--- config.mk ---
export PLATFORM = sky130hd
export DESIGN_NAME = event_status_reader
export DESIGN_NICKNAME = d
export VERILOG_FILES = /design/src/rtl/evt_pkg.sv /design/src/rtl/evt_sat_counter.sv /design/src/rtl/event_status_reader.sv
export SDC_FILE = /design/constraint.sdc
export NUM_CORES = 1
export LEC_CHECK = 0
export CAP_MARGIN = 40
export CORE_UTILIZATION = 37
export DETAILED_ROUTE_END_ITERATION = 10
export PLACE_DENSITY = 0.76
export SETUP_SLACK_MARGIN = 0.02
export SLEW_MARGIN = 20
export SYNTH_ARGS = -nofsm -noshare
export SYNTH_HDL_FRONTEND = slang
export SYNTH_SLANG_ARGS = --single-unit
--- constraint.sdc ---
create_clock -name clk -period 1.3 [get_ports clk]
set_input_delay 0.195 -clock clk [delete_from_list [all_inputs] [get_ports clk]]
set_output_delay 0.195 -clock clk [all_outputs]
set_load 0.005 [all_outputs]
--- src/rtl/evt_pkg.sv ---
// evt_pkg: shared register map and bus widths for the event status block.
//   BUS_ADDR_W / BUS_DATA_W : word address and data widths of the register bus
//   ADDR_*                  : word addresses of the register file
package evt_pkg;

  localparam int BUS_ADDR_W = 5;
  localparam int BUS_DATA_W = 32;

  localparam logic [BUS_ADDR_W-1:0] ADDR_STATUS   = 5'd0;
  localparam logic [BUS_ADDR_W-1:0] ADDR_MASK     = 5'd1;
  localparam logic [BUS_ADDR_W-1:0] ADDR_OVERFLOW = 5'd2;
  localparam logic [BUS_ADDR_W-1:0] ADDR_PENDING  = 5'd3;
  localparam logic [BUS_ADDR_W-1:0] ADDR_CNT_BASE = 5'd16;

  // Word address of the counter belonging to event source idx.
  function automatic logic [BUS_ADDR_W-1:0] cnt_addr(input int idx);
    return ADDR_CNT_BASE + BUS_ADDR_W'(idx);
  endfunction

endpackage

--- src/rtl/evt_sat_counter.sv ---
// evt_sat_counter: saturating event counter with clear.
//   clk     : clock, rising edge
//   reset_n : synchronous active-low reset, clears the count
//   inc     : count one event this cycle
//   clr     : clear the count this cycle; a coinciding inc leaves the count at 1
//   cnt     : current count, sticks at all-ones
module evt_sat_counter #(
  parameter int CNT_W = 16
) (
  input  logic             clk,
  input  logic             reset_n,
  input  logic             inc,
  input  logic             clr,
  output logic [CNT_W-1:0] cnt
);

  always_ff @(posedge clk) begin
    if (!reset_n) begin
      cnt <= '0;
    end else if (clr) begin
      cnt <= inc ? CNT_W'(1) : '0;
    end else if (inc && (cnt != '1)) begin
      cnt <= cnt + CNT_W'(1);
    end
  end

endmodule

--- src/rtl/event_status_reader.sv ---
// event_status_reader: sticky per-source event status with mask, overflow
// tracking, level interrupt and a registered read bus.
//   clk, reset_n       : clock (rising edge), synchronous active-low reset
//   evt                : one-cycle event strobes, one per source
//   chipselect, read,
//   write, address,
//   writedata          : register bus request (read wins over write)
//   readdata,
//   readdatavalid      : read response, one cycle after an accepted read
//   irq                : registered |(STATUS & MASK)
// Build option: define EVT_COUNT_EN to add per-source saturating counters at
// word addresses 16+i (clear-on-read). Without it those addresses read 0.
module event_status_reader
  import evt_pkg::*;
#(
  parameter int NUM_EVT = 8,
  parameter int CNT_W   = 16
) (
  input  logic                  clk,
  input  logic                  reset_n,
  input  logic [NUM_EVT-1:0]    evt,
  input  logic                  chipselect,
  input  logic                  read,
  input  logic                  write,
  input  logic [BUS_ADDR_W-1:0] address,
  input  logic [BUS_DATA_W-1:0] writedata,
  output logic [BUS_DATA_W-1:0] readdata,
  output logic                  readdatavalid,
  output logic                  irq
);

  logic [NUM_EVT-1:0]    status;
  logic [NUM_EVT-1:0]    overflow;
  logic [NUM_EVT-1:0]    mask;
  logic [NUM_EVT-1:0]    status_clr;
  logic [NUM_EVT-1:0]    overflow_clr;
  logic                  rd_acc;
  logic                  wr_acc;
  logic [BUS_DATA_W-1:0] rd_mux;
  logic [BUS_DATA_W-1:0] rdata_p1;
  logic                  vld_p1;
  logic                  irq_p1;
  logic                  unused_wdata;

  assign rd_acc       = chipselect & read;
  assign wr_acc       = chipselect & write & ~read;
  assign unused_wdata = ^writedata;

  // A read of STATUS/OVERFLOW clears every bit; a write clears the ones set.
  always_comb begin
    status_clr   = '0;
    overflow_clr = '0;
    if (rd_acc) begin
      if (address == ADDR_STATUS)   status_clr   = '1;
      if (address == ADDR_OVERFLOW) overflow_clr = '1;
    end else if (wr_acc) begin
      if (address == ADDR_STATUS)   status_clr   = writedata[NUM_EVT-1:0];
      if (address == ADDR_OVERFLOW) overflow_clr = writedata[NUM_EVT-1:0];
    end
  end

  // Events are OR-ed in after the clear so a coinciding event is never lost.
  always_ff @(posedge clk) begin
    if (!reset_n) begin
      status   <= '0;
      overflow <= '0;
      mask     <= '0;
    end else begin
      status   <= (status & ~status_clr) | evt;
      overflow <= (overflow & ~overflow_clr) | (evt & status);
      if (wr_acc && (address == ADDR_MASK)) begin
        mask <= writedata[NUM_EVT-1:0];
      end
    end
  end

`ifdef EVT_COUNT_EN
  logic [CNT_W-1:0] cnt [NUM_EVT];

  for (genvar i = 0; i < NUM_EVT; i++) begin : g_cnt
    logic cnt_clr;
    assign cnt_clr = rd_acc && (address == cnt_addr(i));
    evt_sat_counter #(
      .CNT_W (CNT_W)
    ) u_cnt (
      .clk     (clk),
      .reset_n (reset_n),
      .inc     (evt[i]),
      .clr     (cnt_clr),
      .cnt     (cnt[i])
    );
  end
`else
  // CNT_W only sizes the counters, which are absent in this build.
  logic [CNT_W-1:0] unused_cnt;
  assign unused_cnt = '0;
`endif

  always_comb begin
    rd_mux = '0;
    case (address)
      ADDR_STATUS:   rd_mux[NUM_EVT-1:0] = status;
      ADDR_MASK:     rd_mux[NUM_EVT-1:0] = mask;
      ADDR_OVERFLOW: rd_mux[NUM_EVT-1:0] = overflow;
      ADDR_PENDING:  rd_mux[NUM_EVT-1:0] = status & mask;
      default: begin
`ifdef EVT_COUNT_EN
        for (int i = 0; i < NUM_EVT; i++) begin
          if (address == cnt_addr(i)) rd_mux[CNT_W-1:0] = cnt[i];
        end
`endif
      end
    endcase
  end

  // ---- stage p1: registered read response and interrupt ----
  always_ff @(posedge clk) begin
    if (!reset_n) begin
      rdata_p1 <= '0;
      vld_p1   <= 1'b0;
      irq_p1   <= 1'b0;
    end else begin
      vld_p1 <= rd_acc;
      if (rd_acc) rdata_p1 <= rd_mux;
      irq_p1 <= |(status & mask);
    end
  end

  assign readdata      = rdata_p1;
  assign readdatavalid = vld_p1;
  assign irq           = irq_p1;

endmodule

# Word-level counts from Yosys, hierarchy flattened
# Cells that the tools add are included.
# word_totals
register_bits	34
elab_cells	33
out_inout_bits	34
in_bits	50
# classes
eq_ne	3
n_reduce_logical	3
n_mux	9
bitwise_logic	12
# op_table
operator	n
8-bit 2-to-1 mux	8
8-bit bitwise AND	4
8-bit one-hot mux with 4 select lines	1
8-bit NOT	2
8-bit OR	2
5-bit by 2-bit == test with 1-bit output, second input constant	2
8-bit OR reduction	1
5-bit by 1-bit == test with 1-bit output, second input constant	1
5-bit zero test	1
1-bit bitwise AND	3
1-bit logical AND	1
1-bit NOT	1

# Depth between registers and ports, before layout
# Gate-level depths: netlist (run 1).
# depth
ltp_word	7
mapped_depth	5
depth_no_buf	3

# Worst setup path before layout (run 1)
# Ideal clock, no wire load.
# synth_path
path_type	input to register
startpoint	input address[0]
endpoint	register status[3]
path_buffers	2
setup_slack_ns	0.041
setup_ns	0.117
stages	5
t_arrival_ns	1.142
path_cell_list	buf_2 nor4bb_1 clkbuf_2 nand3_1 a32o_1
# synth_via
elab_chain_len	7
word_cells_on_any_way	8
classes_between	mux: 4; bitwise: 3; reduce/logical: 1
# synth_rtl
element	line	text
start: declaration	event_status_reader.sv:25	input logic [BUS_ADDR_W-1:0] address,
5-bit zero test *	event_status_reader.sv:54, event_status_reader.sv:57	
8-bit 2-to-1 mux	event_status_reader.sv:57	if (address == ADDR_STATUS) status_clr = writedata[NUM_EVT-1:0];
8-bit 2-to-1 mux	event_status_reader.sv:56	end else if (wr_acc) begin
8-bit 2-to-1 mux *	event_status_reader.sv:53	if (rd_acc) begin
8-bit NOT *	event_status_reader.sv:69	status <= (status & ~status_clr) | evt;
8-bit bitwise AND *	event_status_reader.sv:69	
8-bit OR *	event_status_reader.sv:69	
end signal: assignment	event_status_reader.sv:69	
end: declaration	event_status_reader.sv:32	logic [NUM_EVT-1:0] status;
# Mark *: on every way between the ends. The rest lies on a longest branch, timed or not.
# A chain may end at the register's enable or synchronous reset.

# Worst setup path in the final report (run 1)
# layout_path
startpoint	input address[0]
endpoint	register overflow[1]
# layout_via
elab_chain_len	7
word_cells_on_any_way	8
classes_between	eq/ne: 1; mux: 4; bitwise: 3
# layout_rtl
element	line	text
5-bit by 2-bit == test with 1-bit output *	event_status_reader.sv:55, event_status_reader.sv:58	
8-bit 2-to-1 mux	event_status_reader.sv:58	if (address == ADDR_OVERFLOW) overflow_clr = writedata[NUM_EVT-1:0];
8-bit 2-to-1 mux	event_status_reader.sv:56	
8-bit 2-to-1 mux *	event_status_reader.sv:53	
8-bit NOT *	event_status_reader.sv:70	overflow <= (overflow & ~overflow_clr) | (evt & status);
8-bit bitwise AND *	event_status_reader.sv:70	
8-bit OR *	event_status_reader.sv:70	
end signal: assignment	event_status_reader.sv:70	
end: declaration	event_status_reader.sv:33	logic [NUM_EVT-1:0] overflow;
# Marks and branches as above.

==> results of run 1 <==
==> sequential cells by signal, summed over array words and instances, names as in the netlist <==
name and cells:
mask 8, overflow 8, readdata 8, status 8
irq 1, readdatavalid 1
==> worst register-to-register path, stage by stage (launching register included) <==
cell and delay (ps):
dfxtp_1 420, mux2i_1 110, a221oi_1 290, a22o_1 170
==> worst max-delay path by stage <==
stage	to	cells after the start	slack, ps
floorplan	status[3]$_SDFF_PN0_	5	40
global placement	status[6]$_SDFF_PN0_	6	-420
detailed placement	status[0]$_SDFF_PN0_	5	-490
CTS	irq	1	30
global route	overflow[3]$_SDFF_PN0_	5	30
finish	overflow[1]$_SDFF_PN0_	5	50
==> routing by layer <==
metal | up-vias | routed length, µm | track usage
met4 | 0 | 41 | 0.0588
met2 | 53 | 1860 | 0.273
met3 | 4 | 224 | 0.0478
met5 | - | 0 | 0
met1 | 729 | 2070 | 0.246
li1 | 797 | - | -
==> area by class of cell <==
type                            instances  area, µm²
Sequential cell                        34        687
Clock buffer                            7       86.3
Fill cell                             415       2130
Multi-Input combinational cell        137        946
Tap cell                               52       65.1
Inverter                                9       33.8
Clock inverter                          1       5.00
Timing Repair Buffer                   63        554
==> layout by cell type (no fill, tap or decap), types with 9 or more instances in the layout <==
| cell type | netlist | layout |
|---|---|---|
| buf_4 | 25 | 27 |
| mux2i_1 | 16 | 16 |
| conb_1 | 1 | 24 |
| dfxtp_1 | 34 | 29 |
| clkdlybuf4s50_1 | 0 | 17 |
| nand2_1 | 16 | 16 |
| dlygate4sd2_1 | 0 | 17 |
| inv_1 | 9 | 9 |
| and3_1 | 9 | 9 |
==> power by group through the flow <==
stage / clock (µW) / combinational, µW / sequential [µW]
after floorplan: 0 / 233 / 1140
after global placement: 0 / 348 / 1160
after detailed placement: 0 / 356 / 1160
after CTS: 826 / 357 / 1140
after global routing: 858 / 396 / 1150
final: 801 / 359 / 1140
==> logic make-up after synthesis <==
logic type,count (synthesis)
muxes,16
AOI/OAI and AO/OA,40
other,1
and+or+nand+nor,57
buffers and inverters,47
DFF,34
==> metrics by stage <==
step                area [µm²]  instances
floorplan                 1880        218
global placement          2260        293
detailed placement        2260        293
CTS                       2370        303
global route              2380        303
finish                    2380        303
==> repair_timing <==
item	4_1_cts	5_1_grt
buffers inserted	2	0
pin swaps	3	0
endpoints found under the setup margin	41	1
hold buffers	0	0
resized for setup	26	1
hold endpoints to repair	0	0
==> results.json, run 1 <==
{
  "status": "completed",
  "cts_tree": "done",
  "first_global_vias": 1489,
  "crit_buf_inv": 2,
  "synth_most_common_cell": "dfxtp_1",
  "clock_sinks": 34,
  "max_freq_mhz": 802,
  "vdd_ir_drop_max_v": 0.000405,
  "whs_path_depth": 1,
  "grt-ovfl-total": 0,
  "async_reset_ff_frac": 0,
  "worst_setup_path_end_kind": "flop",
  "hp-start": "readdata[0]$_SDFFE_PN0P_",
  "synth_seq_area_share": 0.380,
  "power_leakage_uw": 0.00103,
  "cts-root-buf": "clkbuf_8",
  "synth_area_leaders": "dfxtp_1 38%, buf_4 10%, mux2i_1 8.9%",
  "final_hold_viol_count": 0,
  "wl_per_cell_um": 13.9,
  "holdWs_ps": 463,
  "max_stage_delay_ps": 320,
  "postSynthCellCount": 195,
  "synth-compound-area-share": 0.200,
  "port_buffers": 35,
  "setup_ws_ps": 53.3,
  "pwr-share-clk": 0.348,
  "syn-cell-area_mm2": 0.00179,
  "r2r_slack_ps": 250,
  "worstRegToRegCells": 3,
  "hpwlAfterDp_um": 3280,
  "cpMaxStageDelayCell": "a31o_2",
  "gp_congestion": 0.791,
  "finalPower_uw": 2300,
  "setup_viol": 0,
  "rows": 24,
  "vias": 1583,
  "pre_cts_ws_ps": -491,
  "synthMuxAreaShare": 0.0894,
  "worstPathMaxFanout": 8,
  "synth_seq_cells": 34,
  "worstSetupStartpoint": "address[0]",
  "reg2reg_to": "readdata[1]$_SDFFE_PN0P_",
  "fin_setup_tns_ps": 0,
  "n_antenna_cell": 0,
  "grt_use_total": 0.179,
  "yosys.area.top_type": "dfxtp_1",
  "post-route-util": 0.528,
  "r2r-start": "status[1]$_SDFF_PN0_",
  "worstPathRequired_ps": 1480,
  "maxSlewViolCount": 0,
  "pwr-share-comb": 0.156,
  "maxCapViolations": 0,
  "htreeDepth": 2,
  "yosys.area_share.adder": 0,
  "synth-simple-area-share": 0.172,
  "grt_pass1_wl_um": 7020,
  "ys_types": 29,
  "fin_worst_skew_ps": 2.38,
  "intPower_uw": 1710,
  "drt_iter0_drc": 97,
  "period_share": 0.959,
  "core_area_mm2": 0.00450,
  "fin_nets": 300,
  "synth_top_family_by_area": "compound AO/OA/AOI/OAI gates",
  "die_x_um": 71.6,
  "yosys_warnings": 0,
  "drive_gt1_frac": 0.211,
  "grt_setup_unrepaired": "false",
  "switching_share": 0.255,
  "synth_top_flop_cell": "dfxtp_1",
  "hp-class": "flop to flop",
  "finalCriticalPeriod_ps": 1250,
  "cts_buffers": 5,
  "cp-start-kind": "input pin",
  "crit_chain": "dlygate4sd2_1 -> buf_4 -> nor2b_1 -> a41oi_2 -> a31o_2",
  "boundaryPins": 84,
  "pwr-share-seq": 0.496,
  "area_growth_pct": 32.7,
  "clk_latency_ps": 280,
  "clock_path_buffers": 2,
  "synth_edf_count": 0,
  "wl_um": 4200,
  "drcViolationCount": 0,
  "antenna_found_initial": 0,
  "syn_avg_cell_area_um2": 9.19,
  "dieArea_mm2": 0.00512,
  "initial_core_util": 0.398,
  "grt_max_degree": 25,
  "crit_family": "compound AO/OA/AOI/OAI gates",
  "clkSlewWorstSetupHoldPaths_ps": 70,
  "synth-xor-area-share": 0,
  "synth.top_cell.area_share": 0.380,
  "postRouteAntennaNets": 0,
  "holdPathEnd": "readdata[0]$_SDFFE_PN0P_",
  "firstDrtPassIters": 4,
  "crit_type": "input pin to flop",
  "via_per_inst": 5.22,
  "power_density_mw_per_mm2": 968,
  "net-switching-power_uw": 588,
  "ys_top_cells_by_count": "34 x dfxtp_1, 25 x buf_4, 16 x mux2i_1, 16 x nand2_1",
  "arrival_ps": 1420,
  "die-height_um": 71.6
}
Note: power is estimated with default switching activity, not from simulation.
==> run 2: changes to the inputs <==
--- a/config.mk
+++ b/config.mk
@@ -7,6 +7,7 @@
 export LEC_CHECK = 0
 export CAP_MARGIN = 40
 export CORE_UTILIZATION = 37
+export CTS_CLUSTER_SIZE = 24
 export DETAILED_ROUTE_END_ITERATION = 10
 export PLACE_DENSITY = 0.76
 export SETUP_SLACK_MARGIN = 0.02
==> results of run 2 <==
The final DEF is identical to that of run 1; final timing and power are the same.
